==> src/rtl/mem_port_arbiter_if.sv <==
// rtl/mem_port_arbiter_if.sv - pipeline/memory signal bundle for the shared memory port arbiter
interface mem_port_arbiter_if;
    logic        if_req;
    logic [31:0] if_addr;
    logic [31:0] if_rdata;
    logic        if_valid;
    logic        d_req;
    logic        d_we;
    logic [31:0] d_addr;
    logic [31:0] d_wdata;
    logic [31:0] d_rdata;
    logic        d_valid;
    logic        mem_en;
    logic        mem_we;
    logic [31:0] mem_addr;
    logic [31:0] mem_wdata;
    logic [31:0] mem_rdata;
    logic        stall_fetch;
    logic        stall_mem;

    // master: pipeline stages plus the memory array, i.e. everything around the arbiter
    modport master (
        output if_req, if_addr, d_req, d_we, d_addr, d_wdata, mem_rdata,
        input  if_rdata, if_valid, d_rdata, d_valid,
        input  mem_en, mem_we, mem_addr, mem_wdata, stall_fetch, stall_mem
    );

    modport slave (
        input  if_req, if_addr, d_req, d_we, d_addr, d_wdata, mem_rdata,
        output if_rdata, if_valid, d_rdata, d_valid,
        output mem_en, mem_we, mem_addr, mem_wdata, stall_fetch, stall_mem
    );
endinterface

==> src/rtl/mem_port_arbiter.sv <==
// rtl/mem_port_arbiter.sv - fetch/data arbiter for one single-port memory with starvation guard
module mem_port_arbiter #(
    parameter int MEM_LAT    = 1,
    parameter int STARVE_MAX = 4
) (
    input  logic             clk,
    input  logic             reset,
    mem_port_arbiter_if.slave bus
);
    localparam int              SW         = (STARVE_MAX < 1) ? 1 : $clog2(STARVE_MAX + 1);
    localparam logic [SW-1:0]   STARVE_LIM = SW'(STARVE_MAX);
    localparam logic [3:0]      LAT_INIT   = 4'(MEM_LAT);

    generate
        if (MEM_LAT < 1 || MEM_LAT > 15) begin : g_bad_mem_lat
            $error("mem_port_arbiter: MEM_LAT=%0d outside 1..15", MEM_LAT);
        end
    endgenerate

    typedef enum logic [1:0] {IDLE, ISSUE, WAIT, DONE} state_t;

    state_t          state, state_nxt;
    logic            owner_d;
    logic [31:0]     addr_q;
    logic [31:0]     wdata_q;
    logic            we_q;
    logic [3:0]      lat_cnt;
    logic [SW-1:0]   starve_cnt;
    logic [31:0]     if_rdata_q;
    logic [31:0]     d_rdata_q;
    logic            starved;
    logic            grant_any;
    logic            grant_d;

    always_comb begin
        starved   = (starve_cnt == STARVE_LIM);
        grant_any = bus.if_req | bus.d_req;
        grant_d   = bus.d_req & ~(bus.if_req & starved);
        state_nxt = state;
        case (state)
            IDLE:    if (grant_any) state_nxt = ISSUE;
            ISSUE:   state_nxt = WAIT;
            WAIT:    if (lat_cnt == 4'd1) state_nxt = DONE;
            DONE:    state_nxt = IDLE;
            default: state_nxt = IDLE;
        endcase
    end

    always_ff @(posedge clk) begin
        if (!reset) begin
            state      <= IDLE;
            owner_d    <= 1'b0;
            addr_q     <= '0;
            wdata_q    <= '0;
            we_q       <= 1'b0;
            lat_cnt    <= '0;
            starve_cnt <= '0;
            if_rdata_q <= '0;
            d_rdata_q  <= '0;
        end else begin
            state <= state_nxt;
            case (state)
                IDLE: begin
                    if (grant_any) begin
                        owner_d <= grant_d;
                        addr_q  <= grant_d ? bus.d_addr : bus.if_addr;
                        we_q    <= grant_d & bus.d_we;
                        wdata_q <= grant_d ? bus.d_wdata : '0;
                        // only a data grant that overtakes a waiting fetch counts as starvation
                        if (!grant_d)
                            starve_cnt <= '0;
                        else if (bus.if_req && !starved)
                            starve_cnt <= starve_cnt + 1'b1;
                    end
                end
                ISSUE: lat_cnt <= LAT_INIT;
                WAIT: begin
                    lat_cnt <= lat_cnt - 4'd1;
                    if (lat_cnt == 4'd1 && !we_q) begin
                        if (owner_d)
                            d_rdata_q <= bus.mem_rdata;
                        else
                            if_rdata_q <= bus.mem_rdata;
                    end
                end
                default: ;
            endcase
        end
    end

    assign bus.mem_en    = (state == ISSUE);
    assign bus.mem_we    = (state == ISSUE) & we_q;
    assign bus.mem_addr  = (state == ISSUE) ? addr_q  : '0;
    assign bus.mem_wdata = (state == ISSUE) ? wdata_q : '0;
    assign bus.if_valid  = (state == DONE) & ~owner_d;
    assign bus.d_valid   = (state == DONE) &  owner_d;
    assign bus.if_rdata  = if_rdata_q;
    assign bus.d_rdata   = d_rdata_q;
    // gated by reset so every output reads 0 while the block is held in reset
    assign bus.stall_fetch = reset & bus.if_req & ~bus.if_valid;
    assign bus.stall_mem   = reset & bus.d_req  & ~bus.d_valid;
endmodule

==> src/flat_wrapper.sv <==
// flat-port wrapper written by rule: the top's interface ports become plain ports
module mem_port_arbiter_flat 
#(
    parameter int MEM_LAT    = 1,
    parameter int STARVE_MAX = 4
)
  (clk, reset, bus_if_req, bus_if_addr, bus_d_req, bus_d_we, bus_d_addr, bus_d_wdata, bus_mem_rdata, bus_if_rdata, bus_if_valid, bus_d_rdata, bus_d_valid, bus_mem_en, bus_mem_we, bus_mem_addr, bus_mem_wdata, bus_stall_fetch, bus_stall_mem);
  mem_port_arbiter_if bus_i ();
  input  logic clk;
  input  logic reset;
  input wire logic [$bits(bus_i.if_req)-1:0] bus_if_req;
  input wire logic [$bits(bus_i.if_addr)-1:0] bus_if_addr;
  input wire logic [$bits(bus_i.d_req)-1:0] bus_d_req;
  input wire logic [$bits(bus_i.d_we)-1:0] bus_d_we;
  input wire logic [$bits(bus_i.d_addr)-1:0] bus_d_addr;
  input wire logic [$bits(bus_i.d_wdata)-1:0] bus_d_wdata;
  input wire logic [$bits(bus_i.mem_rdata)-1:0] bus_mem_rdata;
  output wire logic [$bits(bus_i.if_rdata)-1:0] bus_if_rdata;
  output wire logic [$bits(bus_i.if_valid)-1:0] bus_if_valid;
  output wire logic [$bits(bus_i.d_rdata)-1:0] bus_d_rdata;
  output wire logic [$bits(bus_i.d_valid)-1:0] bus_d_valid;
  output wire logic [$bits(bus_i.mem_en)-1:0] bus_mem_en;
  output wire logic [$bits(bus_i.mem_we)-1:0] bus_mem_we;
  output wire logic [$bits(bus_i.mem_addr)-1:0] bus_mem_addr;
  output wire logic [$bits(bus_i.mem_wdata)-1:0] bus_mem_wdata;
  output wire logic [$bits(bus_i.stall_fetch)-1:0] bus_stall_fetch;
  output wire logic [$bits(bus_i.stall_mem)-1:0] bus_stall_mem;
  assign bus_i.if_req = bus_if_req;
  assign bus_i.if_addr = bus_if_addr;
  assign bus_i.d_req = bus_d_req;
  assign bus_i.d_we = bus_d_we;
  assign bus_i.d_addr = bus_d_addr;
  assign bus_i.d_wdata = bus_d_wdata;
  assign bus_i.mem_rdata = bus_mem_rdata;
  assign bus_if_rdata = bus_i.if_rdata;
  assign bus_if_valid = bus_i.if_valid;
  assign bus_d_rdata = bus_i.d_rdata;
  assign bus_d_valid = bus_i.d_valid;
  assign bus_mem_en = bus_i.mem_en;
  assign bus_mem_we = bus_i.mem_we;
  assign bus_mem_addr = bus_i.mem_addr;
  assign bus_mem_wdata = bus_i.mem_wdata;
  assign bus_stall_fetch = bus_i.stall_fetch;
  assign bus_stall_mem = bus_i.stall_mem;
  mem_port_arbiter #(.MEM_LAT(MEM_LAT), .STARVE_MAX(STARVE_MAX)) u_core (.clk(clk), .reset(reset), .bus(bus_i));
endmodule
==> config.mk <==
export PLATFORM = sky130hd
export DESIGN_NAME = mem_port_arbiter_flat
export DESIGN_NICKNAME = d
export VERILOG_FILES = /design/src/rtl/mem_port_arbiter_if.sv /design/src/rtl/mem_port_arbiter.sv /design/src/flat_wrapper.sv
export SDC_FILE = /design/constraint.sdc
export NUM_CORES = 1
export LEC_CHECK = 0
export ABC_AREA = 1
export CORE_MARGIN = 2
export CORE_UTILIZATION = 42
export CTS_CLUSTER_SIZE = 25
export DETAILED_ROUTE_END_ITERATION = 12
export PLACE_DENSITY = 0.86
export SKIP_CTS_REPAIR_TIMING = 1
export SYNTH_ARGS = -nofsm -noshare
export SYNTH_HDL_FRONTEND = slang
export SYNTH_SLANG_ARGS = --single-unit
==> constraint.sdc <==
create_clock -name clk -period 3.25 [get_ports clk]
set_input_delay 0.975 -clock clk [delete_from_list [all_inputs] [get_ports clk]]
set_output_delay 0.975 -clock clk [all_outputs]
set_load 0.005 [all_outputs]
==> out/metrics.cfg, run 1 <==
[global_routing]
overflow=0
antenna_found_initial=0
grt_pass1_vias=6815
grt_pass1_wl_um=33120
grt_max_degree=71
grt.total_usage=0.2323

[cells_and_area]
drive_gt1_frac=0.04878
area_growth_pct=49.07
antenna_cells=0
nNetsFinal=1481
post-route-util=0.6331
num-fill-cells=1486

[worst_hold_path]
min_path_type=reg -> reg

[yosys]
ys_types=24
ys_top_cells_by_area=dfxtp_1 (40%), nand2_1 (17%), inv_1 (11%)
async_flop_share=0
yosys.area.top_type=dfxtp_1
syn_nets=1250
netlist_instances=1109
synth_seq_cells=139
yosys-top-cells-count=nand2_1 (314), inv_1 (208), nor2_1 (173), dfxtp_1 (139), nand3_1 (66)
syn_area_mm2=0.006943
yosysSeqAreaShare=0.4008
yosys_warnings=0
synth_most_common_cell=nand2_1
synth-edff-count=0
netlist.area_leader.share=0.4008
avgSynthCellArea_um2=6.261
synth_ff_type=dfxtp_1

[power]
p_clk_frac=0.323
power.share.sequential=0.325
total_power_uw=6659
leakage_uw=0.005049
p_int_uw=4333
p_sw_uw=2326
p_sw_frac=0.3493
pwr-share-comb=0.352
peakVddDrop_mv=0.3874
power_density_mw_per_mm2=643.4

[critical_path]
setup.worst_path.start=u_core.state[1]$_SDFFE_PN0P_
worstRegToRegCells=8
r2r_slack_ns=1.16
rr_endpoint=u_core.bus.d_rdata[6]$_SDFFE_PN0P_
worstPathRequired_ns=2.27
worst_ep_arrival_time_ns=2.08
cpMaxStageDelayCell=clkdlybuf4s50_1
cp_common_cell=inv_1
cp_max_fo=66
endpoint_kind=output port
worstPathCellList=inv_1, ha_2, buf_12, nand2_1, inv_1, clkdlybuf4s50_1
cp-start-kind=flop
crit_end=bus_mem_addr[6]
slowest_delay_ns=0.54
criticalPathCategory=reg -> out
rr_startpoint=u_core.state[0]$_SDFFE_PN0P_

[clocking]
cts_tree=yes
numCtsBuffers=17
clock_path_buffers=2
insertion_delay_ns=0.42
cts-root-buf=clkbuf_16
cts_htree_levels=4
clock_sinks=139
path_clk_slew_ns=0.06

[timing]
min_period_ns=3.055
fin_worst_skew_ns=0.01101
holdWs_ns=0.4642
max_slew_margin=0.4722
max_freq_ghz=0.3273
fin_tns_setup_ns=0
setup_viol=0
worst_pin_slew_ns=0.7898
fin_ws_ns=0.1948
post-route-period-util=0.9401
rsz0062_at_grt=no
final_hold_viol_count=0
finalMaxSlewViolations=0

[placed_design]
place_ws_ns=-0.01818
place_congestion=0.8395
io_buffers=266
hpwlAfterDp_um=14220

[routing]
wirelength_um=20650
vias_per_cell=4.753
drt_iter0_markers=445
drc=0
dr.pass1.iters=5
num_vias=7476
ant_nets=0
wl_per_cell_um=13.12

[die]
core_area_mm2=0.01635
dieHeight_um=132.6
start_util=0.4247
rows=47
die_w_um=132.6
ios=267
die-area_mm2=0.01757

[run]
max_cap_viol_count=0

[outcome]
status=finished clean

-- kinds of logic (layout without fill, tap and decap cells) --
kind of cell / after synthesis / after routing / synth area share
compound gates: 46 / 46 / 0.03388
fa+ha+maj: 8 / 8 / 0.01442
flops: 139 / 139 / 0.4008
buf+inv: 286 / 530 / 0.1685
simple gates: 630 / 630 / 0.3824
-- per-stage QoR --
step                instances  cell area (um^2)
detailed placement       1541              9687
finish                   1573             10350
global placement         1541              9687
CTS                      1573             10340
global route             1573             10350
floorplan                1109              6943
-- sequential cells by signal, indices dropped and copies added, names as in the netlist --
register / count
u_core.bus.d_rdata: 32
u_core.addr_q: 32
u_core.we_q: 1
u_core.state: 2
u_core.bus.if_rdata: 32
u_core.starve_cnt: 3
u_core.owner_d: 1
u_core.lat_cnt: 4
u_core.wdata_q: 32
-- power groups by stage --
stage | Clock [uW] | Combinational, uW | Sequential (uW)
after floorplan | 0 | 1550 | 2160
after global placement | 0 | 2290 | 2180
after detailed placement | 0 | 2330 | 2200
after CTS | 2190 | 2350 | 2160
after global routing | 2280 | 2620 | 2200
final | 2150 | 2340 | 2170
-- critical path: cells and delay by family, from the launching register on --
| family | cells | cell delay (ns) |
|---|---|---|
| fa+ha+maj | 1 | 0.20 |
| buf+inv | 4 | 0.98 |
| flops | 1 | 0.34 |
| simple gates | 1 | 0.09 |
-- placed cells by master (no fill, tap or decap), drive strengths merged, types with 8 or more instances in the layout --
cell             n
nand2          315
clkdlybuf4s50  263
inv            215
nor2           177
dfxtp          139
nand3           67
nand4           65
a21oi           41
buf             19
clkbuf          18
ha               8
-- worst min path at each step --
stage,start,endpoint,slack (ns),cells past startpoint
2_1_floorplan,u_core.wdata_q[0]$_SDFFE_PN0P_,u_core.wdata_q[0]$_SDFFE_PN0P_,0.44,2
3_3_place_gp,u_core.wdata_q[24]$_SDFFE_PN0P_,u_core.wdata_q[24]$_SDFFE_PN0P_,0.45,2
3_5_place_dp,u_core.wdata_q[2]$_SDFFE_PN0P_,u_core.wdata_q[2]$_SDFFE_PN0P_,0.46,2
4_1_cts,u_core.wdata_q[2]$_SDFFE_PN0P_,u_core.wdata_q[2]$_SDFFE_PN0P_,0.47,2
5_1_grt,u_core.wdata_q[13]$_SDFFE_PN0P_,u_core.wdata_q[13]$_SDFFE_PN0P_,0.48,2
6_report,u_core.wdata_q[30]$_SDFFE_PN0P_,u_core.wdata_q[30]$_SDFFE_PN0P_,0.46,2
-- metal layers --
metal / global-route usage / part of all wire
met4: 0.08005 / 0.020
met3: 0.07088 / 0.088
met5: 0 / 0
met2: 0.3915 / 0.48
met1: 0.2817 / 0.42
-- cell type report --
cell class	instances	area (um^2)	area share
multi-input cells	684	3008	0.2906
repair buffers	284	2823	0.2727
flip-flops and latches	139	2783	0.2689
inverters	214	803.3	0.07761
clock buffers	18	439.2	0.04243
well taps	220	275.3	0.02660
clock inverters	14	219.0	0.02116
No activity file was read; power rests on OpenSTA's default activity.
==> run 2, diff against run 1 <==
==> constraint.sdc (replaced) <==
create_clock -name clk -period 3.86 [get_ports clk]
set_input_delay 1.158 -clock clk [delete_from_list [all_inputs] [get_ports clk]]
set_output_delay 1.158 -clock clk [all_outputs]
set_load 0.005 [all_outputs]
==> out/metrics.cfg, run 2 (synthesis gave the netlist of run 1 again) <==
[global_routing]
grt_pass1_vias=7014
overflow=0
grt_max_degree=71
grt_pass1_wl_um=33490
grt.total_usage=0.2333
antenna_found_initial=0

[timing]
max_freq_ghz=0.2695
worst_pin_slew_ns=0.9184
max_slew_margin=0.3863
min_period_ns=3.711
final_hold_viol_count=0
finalMaxSlewViolations=0
fin_tns_setup_ns=0
fin_worst_skew_ns=0.008554
setup_viol=0
post-route-period-util=0.9613
fin_ws_ns=0.1493
rsz0062_at_grt=no

[critical_path]
criticalPathCategory=in -> out
rr_endpoint=u_core.bus.d_rdata[15]$_SDFFE_PN0P_
endpoint_kind=output port
worst-path-buf-inv=3
cp_max_fo=2
cp_common_cell=clkdlybuf4s50_1
worst_ep_arrival_time_ns=2.55
slowest_delay_ns=0.58
worstPathCellList=clkdlybuf4s50_1, inv_1, nor3_1, clkdlybuf4s50_1
r2r_slack_ns=1.60
path_delay_family=buffers and inverters
cpMaxStageDelayCell=clkdlybuf4s50_1
worstRegToRegCells=9
cp-start-kind=primary input
worstPathRequired_ns=2.70
rr_startpoint=u_core.state[0]$_SDFFE_PN0P_

[die]
ios=267
rows=47
start_util=0.4247
die_w_um=132.6
core_area_mm2=0.01635
dieHeight_um=132.6
die-area_mm2=0.01757

[clocking]
clock_sinks=139
insertion_delay_ns=0.42
clock_path_buffers=2
cts_tree=yes
numCtsBuffers=17
cts-root-buf=clkbuf_16
cts_htree_levels=4
path_clk_slew_ns=0.06

[placed_design]
dp_cells=1542
place_ws_ns=0.1618
place_congestion=0.8249
io_buffers=266
hpwlAfterDp_um=14680

[routing]
wl_per_cell_um=13.10
wirelength_um=20600
ant_nets=0
vias_per_cell=4.773
dr.pass1.iters=5
drt_iter0_markers=364
num_vias=7508
drc=0

[worst_hold_path]
min_path_type=reg -> reg
hold_path_depth=2
worstHoldStart=u_core.wdata_q[26]$_SDFFE_PN0P_
worstHoldEndpoint=u_core.wdata_q[26]$_SDFFE_PN0P_

[cells_and_area]
num-fill-cells=1467
antenna_cells=0
final_common_cell=nand2_1
nNetsFinal=1482
layout_common_cells=nand2_1 (314), clkdlybuf4s50_1 (265), inv_1 (208)
final_cell_count_no_fill=1573
area_growth_pct=48.98
drive_gt1_frac=0.04730

[run]
max_cap_viol_count=0

[outcome]
status=finished clean

[power]
power_density_mw_per_mm2=541.9
leakage_uw=0.005036
peakVddDrop_mv=0.2965

## run 2: changes by cell type in the layout (fill, tap and decap cells not counted), sizes merged
cell           delta
clkbuf            +3
buf               +1
dlymetal6s2s      -2
clkinvlp          -4
clkdlybuf4s50     +2
## run 2: power by group
group	switching, uW	internal [uW]	total, uW
registers	140	1680	1820
clock network	614	1180	1790
logic	1180	812	1990
total	1930	3680	5600
## run 2: stage by stage
step / power (uW) / util / instance area (um^2) / hold WS [ns]
2_1_floorplan: 3122 / - / 6943 / 0.4438
3_3_place_gp: 3778 / 0.5930 / 9694 / 0.4515
3_5_place_dp: 3841 / 0.5930 / 9694 / 0.4571
4_1_cts: 5646 / 0.6327 / 10340 / 0.4663
5_1_grt: 5973 / 0.6327 / 10340 / 0.4823
6_report: 5605 / 0.6327 / 10340 / 0.4630
## run 2: worst max-delay path by stage
stage / startpoint / end / slack [ns] / cells after the start
2_1_floorplan: bus_d_req / bus_stall_mem / 0.84 / 4
3_3_place_gp: bus_if_req / bus_stall_fetch / 0.12 / 4
3_5_place_dp: bus_if_req / bus_stall_fetch / 0.16 / 4
4_1_cts: bus_if_req / bus_stall_fetch / 0.16 / 4
5_1_grt: bus_if_req / bus_stall_fetch / 0.14 / 4
6_report: bus_if_req / bus_stall_fetch / 0.15 / 4
## run 2: metal layers
metal	global-route usage	share of wire	vias up
li1	-	-	3793
met5	0	0	-
met2	0.4105	0.49	308
met1	0.2667	0.40	3379
met3	0.07931	0.089	28
met4	0.07228	0.015	0
## run 2: final cells by class
type	count	area, um^2	share of cell area
Multi-Input combinational cell	684	3008	0.2908
Timing Repair Buffer	285	2825	0.2731
Sequential cell	139	2783	0.2690
Inverter	214	803.3	0.07766
Clock buffer	21	460.4	0.04451
Tap cell	220	275.3	0.02661
Clock inverter	10	188.9	0.01827
## run 2: worst min-delay path, stage by stage (launching register included)
cell     delay (ns)
dfxtp_1        0.31
nand2_1        0.06
a21oi_1        0.05
